File: config.mk
export PLATFORM = sky130hd
export DESIGN_NAME = ram_port_arbiter
export DESIGN_NICKNAME = d
export VERILOG_FILES = /design/src/rtl/ram_port_arbiter.sv
export SDC_FILE = /design/constraint.sdc
export NUM_CORES = 1
export LEC_CHECK = 0
export ABC_CLOCK_PERIOD_IN_PS = 8550
export BUFFER_PORTS_ARGS = -buffer_cell sky130_fd_sc_hd__buf_2
export CAP_MARGIN = 25
export CORE_ASPECT_RATIO = 0.5
export CORE_UTILIZATION = 35
export CTS_BUF_LIST = sky130_fd_sc_hd__clkbuf_16
export CTS_CLUSTER_DIAMETER = 40
export DETAILED_ROUTE_END_ITERATION = 16
export GPL_ROUTABILITY_DRIVEN = 0
export PLACE_DENSITY = 0.67
export SLEW_MARGIN = 20
export SYNTH_ARGS = -nofsm -noshare
export SYNTH_HDL_FRONTEND = slang
export SYNTH_SLANG_ARGS = --single-unit
export TNS_END_PERCENT = 1
File: constraint.sdc
create_clock -name clk -period 8.55 [get_ports clk]
set_input_delay 1.71 -clock clk [delete_from_list [all_inputs] [get_ports clk]]
set_output_delay 1.71 -clock clk [all_outputs]
set_load 0.02 [all_outputs]
File: src/rtl/ram_port_arbiter.sv
// Round-robin arbiter sharing one RAM write port and one registered read port among NUM_REQ requesters.
// Optional same-cycle write-to-read forwarding is enabled by defining RAM_ARB_FWD_EN.
module ram_port_arbiter #(
  parameter int ADDR_WIDTH = 3,
  parameter int DATA_WIDTH = 8,
  parameter int NUM_REQ    = 3
) (
  input  logic                             clk,
  input  logic                             rst_n,
  input  logic [NUM_REQ-1:0]               req_wr_valid,
  output logic [NUM_REQ-1:0]               req_wr_ready,
  input  logic [NUM_REQ*ADDR_WIDTH-1:0]    req_wr_addr,
  input  logic [NUM_REQ*DATA_WIDTH-1:0]    req_wr_data,
  input  logic [NUM_REQ-1:0]               req_rd_valid,
  output logic [NUM_REQ-1:0]               req_rd_ready,
  input  logic [NUM_REQ*ADDR_WIDTH-1:0]    req_rd_addr,
  output logic [NUM_REQ-1:0]               rsp_valid,
  output logic [DATA_WIDTH-1:0]            rsp_data,
  output logic [ADDR_WIDTH-1:0]            ram_w_addr,
  output logic [DATA_WIDTH-1:0]            ram_w_data,
  output logic                             ram_write_enable,
  output logic [ADDR_WIDTH-1:0]            ram_r_addr1,
  input  logic [DATA_WIDTH-1:0]            ram_r_data1
);

  localparam int PW = (NUM_REQ > 1) ? $clog2(NUM_REQ) : 1;

  logic [PW-1:0]      wr_ptr, rd_ptr;
  logic [PW-1:0]      wr_idx, rd_idx;
  logic [NUM_REQ-1:0] wr_gnt, rd_gnt;
  logic [NUM_REQ-1:0] rsp_sel;

  // Winner is the valid requester with the smallest distance above the pointer (with wrap).
  function automatic logic [NUM_REQ-1:0] rr_pick(input logic [NUM_REQ-1:0] v,
                                                 input logic [PW-1:0] p);
    int best;
    int d;
    logic [NUM_REQ-1:0] g;
    best = NUM_REQ;
    g    = '0;
    for (int i = 0; i < NUM_REQ; i++) begin
      d = (i + NUM_REQ - int'(p)) % NUM_REQ;
      if (v[i] && d < best) best = d;
    end
    for (int i = 0; i < NUM_REQ; i++) begin
      d    = (i + NUM_REQ - int'(p)) % NUM_REQ;
      g[i] = v[i] && (d == best);
    end
    return g;
  endfunction

  function automatic logic [PW-1:0] onehot_idx(input logic [NUM_REQ-1:0] g);
    logic [PW-1:0] idx;
    idx = '0;
    for (int i = 0; i < NUM_REQ; i++) begin
      if (g[i]) idx = PW'(i);
    end
    return idx;
  endfunction

  function automatic logic [PW-1:0] next_ptr(input logic [PW-1:0] idx);
    return PW'((int'(idx) + 1) % NUM_REQ);
  endfunction

  always_comb begin
    wr_gnt = rst_n ? rr_pick(req_wr_valid, wr_ptr) : '0;
    rd_gnt = rst_n ? rr_pick(req_rd_valid, rd_ptr) : '0;
    wr_idx = onehot_idx(wr_gnt);
    rd_idx = onehot_idx(rd_gnt);
  end

  assign req_wr_ready     = wr_gnt;
  assign req_rd_ready     = rd_gnt;
  assign ram_write_enable = |wr_gnt;
  assign rsp_valid        = rsp_sel;

  always_comb begin
    ram_w_addr  = '0;
    ram_w_data  = '0;
    ram_r_addr1 = '0;
    for (int i = 0; i < NUM_REQ; i++) begin
      if (wr_gnt[i]) begin
        ram_w_addr = req_wr_addr[i*ADDR_WIDTH +: ADDR_WIDTH];
        ram_w_data = req_wr_data[i*DATA_WIDTH +: DATA_WIDTH];
      end
      if (rd_gnt[i]) ram_r_addr1 = req_rd_addr[i*ADDR_WIDTH +: ADDR_WIDTH];
    end
  end

  always_ff @(posedge clk or negedge rst_n) begin
    if (!rst_n) begin
      wr_ptr  <= '0;
      rd_ptr  <= '0;
      rsp_sel <= '0;
    end else begin
      if (|wr_gnt) wr_ptr <= next_ptr(wr_idx);
      if (|rd_gnt) rd_ptr <= next_ptr(rd_idx);
      rsp_sel <= rd_gnt;
    end
  end

`ifdef RAM_ARB_FWD_EN
  logic                  fwd_hit;
  logic [DATA_WIDTH-1:0] fwd_data;

  // The RAM reads before the write lands, so a same-address collision is patched here.
  always_ff @(posedge clk or negedge rst_n) begin
    if (!rst_n) begin
      fwd_hit  <= 1'b0;
      fwd_data <= '0;
    end else begin
      fwd_hit  <= (|wr_gnt) && (|rd_gnt) && (ram_w_addr == ram_r_addr1);
      fwd_data <= ram_w_data;
    end
  end

  assign rsp_data = fwd_hit ? fwd_data : ram_r_data1;
`else
  assign rsp_data = ram_r_data1;
`endif

endmodule

==> summary.txt <==
Clocking
  – CTS tree: built
  – Hold Buf Count CTS: 0
  – Clock Sinks: 7
  – Root Buffer: clkbuf_16
  – Clock transition at path regs: 0.04 ns
  – CTS max path bufs: 2
  – # H-tree levels: 1
  – Latest clock arrival within the worst-skew pair: between 0.2 and 0.25 ns
  – Inserted Clock Buffers: 3

Routing
  – Antenna viol nets, final: 0
  – Vias/cell: 5.454
  – DR pass1 iterations: 4
  – Residual DRC: 0
  – Wire per inst: roughly 13 um
  – DR vias: 3,469
  – Routed WL: 8.517 mm
  – Initial drt markers: between 200 and 300

STA
  – Minimum clock period: 7.971 ns
  – Final setup viols: 0
  – Count of final hold-check violations: 0
  – RSZ-0062 raised after global routing: no
  – FMAX: about 130 MHz
  – Final worst-path cycle share: between 90 and 100%
  – Slew Viols, Final: 0
  – Slew @ Worst Pin: 0.6413 ns
  – Post-Route Skew: 0.0005822 ns
  – Fin Hold WS: 0.6312 ns
  – TNS Setup: 0 ns
  – Rel. slew slack: 56.02%

Synth
  – Mapped Nets: 574
  – Synth Cell Area: 3154 um^2
  – Mapped Cells: 460
  – Ys flop type: dfrtp_1
  – Yosys warning total: 0
  – Post-synth EDFFs: 0
  – Avg Inst Size Synth: ~6.9 um^2
  – Asr flop ratio synth: 100.0%
  – Flops & latches, synth: 7
  – Register area share after synthesis: 5.553%
  – Synth cell types: 63

Worst hold path
  – Worst min path class: register to register

Global route
  – Initial antenna violation count: 0
  – GR Util All Layers: 17.72%
  – First-pass GRT wire length: 14.09 mm
  – Vias in the first global route: 3,131
  – GRT overflow: 0
  – Largest net degree at the start of global routing: 24

Setup path
  – CP Data Arrival Time: roughly 6.3 ns
  – Crit Path Max Fanout: 9
  – Critical path class: register to output pin
  – Crit end category: output pin
  – Crit path top cell by count: ha_1
  – Startpoint Class: register
  – Req. time, crit path: 6.84 ns
  – Critical-path top delay cell: or3_1
  – Critical Path, Cell by Cell: inv_1, ha_1, nor2b_1, and2_1, inv_2, ha_1, nor4bb_2, a21oi_1, o21ai_2, o21ai_0, ha_1, a21o_1, a21oi_1, a311o_1, and4b_1, o311a_1, or3_1, nand2_2, mux2i_1, nor2_1, o31ai_1, buf_2
  – Slowest stage delay, CP: between 0.4 and 0.5 ns

Die
  – # IOs: 90
  – Core Rows: 24
  – Core Region: 8738 um^2
  – Height of the die: just under 70 um
  – Die ar.: around 9400 um^2
  – Die X: 136.3 um
  – Starting Density: 36.10%

Placed design
  – Port Buf Inserts: 73
  – HPWL Detailed: roughly 6.7 mm
  – Placement Cell Area: 3548 um^2

Cells and area
  – Final instance area: 3671 um^2
  – Share of layout cells above drive strength 1: 20.62%
  – Commonest non-fill, non-tap cell in the layout: buf_2
  – Final net count: around 630
  – Area growth from synthesis to layout: 16.38%
  – Most frequent cells in the layout: buf_2, ha_1, nand2_1
  – N_diodes: 0

Status
  – Outcome: complete, no violations

Run
  – Max Cap Viol: 0
cell families (layout without fill, tap and decap cells):
| family | Yosys count | count (layout) | synth area share, % |
|---|---|---|---|
| and+or+nand+nor | 194 | 194 | 30.42 |
| DFF | 7 | 7 | 5.553 |
| buffers and inverters | 58 | 117 | 9.044 |
| AOI/OAI and AO/OA | 126 | 126 | 26.70 |
| adders and majority gates | 56 | 56 | 22.21 |
| muxes | 10 | 10 | 3.570 |
| xor gates and xnor gates | 9 | 9 | 2.499 |
registers in the layout, summed over array words and instances (netlist names):
name       flops
rsp_valid      3
wr_ptr         2
rd_ptr         2
per-layer routing:
metal / vias up / wire [um] / global-route usage (%) / part of all wire, %
met4: 0 / 42 / 3.827 / 0.49
met5: - / 0 / 0 / 0
met3: 6 / 303 / 1.766 / 3.6
met1: 1602 / 4248 / 24.49 / 50
li1: 1783 / - / - / -
met2: 78 / 3922 / 29.50 / 46
what timing repair did:
item,in CTS,in global routing
buffers inserted,0,2
resized for setup,0,8
endpoints found under the setup margin,0,17
Yosys cell counts, drive strengths merged, types with 6 or more instances:
master | instances | area share, %
mux2i | 10 | 3.6
a31oi | 13 | 2.6
a21oi | 25 | 4.0
and2 | 8 | 1.6
a211oi | 10 | 2.7
nor2 | 48 | 6.0
o21ai | 35 | 5.6
dfrtp | 7 | 5.6
ha | 56 | 22
buf | 16 | 3.7
nand4 | 6 | 1.2
nor2b | 7 | 1.4
nand2b | 9 | 1.8
nand3 | 29 | 4.6
clkbuf | 8 | 0.95
o211ai | 7 | 1.7
nor3 | 11 | 1.9
inv | 33 | 4.1
nand2 | 56 | 6.7
xnor2 | 6 | 1.7
path summary, 6_finish.rpt:
check,startpoint,end,slack [ns],depth (start not counted)
setup / recovery,rd_ptr[1]$_DFFE_PN0P_,ram_r_addr1[0],0.58,22
min in group asynchronous,rst_n,rd_ptr[0]$_DFFE_PN0P_,1.40,1
setup reg to reg,rd_ptr[1]$_DFFE_PN0P_,rd_ptr[0]$_DFFE_PN0P_,2.64,21
hold reg to reg,rd_ptr[1]$_DFFE_PN0P_,rd_ptr[1]$_DFFE_PN0P_,0.63,2
hold / removal,rd_ptr[1]$_DFFE_PN0P_,rd_ptr[1]$_DFFE_PN0P_,0.63,2
max in group asynchronous,rst_n,wr_ptr[0]$_DFFE_PN0P_,6.89,1
cell type report:
type | instances | area, um^2
tap | 117 | 146.4
fill | 908 | 5067
clock buffer | 3 | 75.07
timing repair buffer | 79 | 410.4
sequential | 7 | 175.2
inverter | 34 | 137.6
multi-input combinational | 395 | 2723
clock inverter | 1 | 3.754
worst max-delay path: cells and delay by family, from the launching register on:
| family | cells | cell delay [ns] |
|---|---|---|
| fa+ha+maj | 3 | 0.98 |
| mux | 1 | 0.41 |
| flops | 1 | 0.44 |
| simple gates | 7 | 2.04 |
| compound gates | 8 | 1.68 |
| buf+inv | 3 | 0.47 |
stage by stage:
step                      setup WS, ns  cells  util, %
after floorplan                 0.9832    460        -
after global placement          0.3633    630    40.61
after detailed placement        0.3100    630    40.61
after CTS                      0.03374    634    41.51
after global routing            0.1091    636    42.01
final                           0.5790    636    42.01
Power is not shown: default switching activity piles up to over one toggle a cycle in this logic, so the estimate is an artifact.
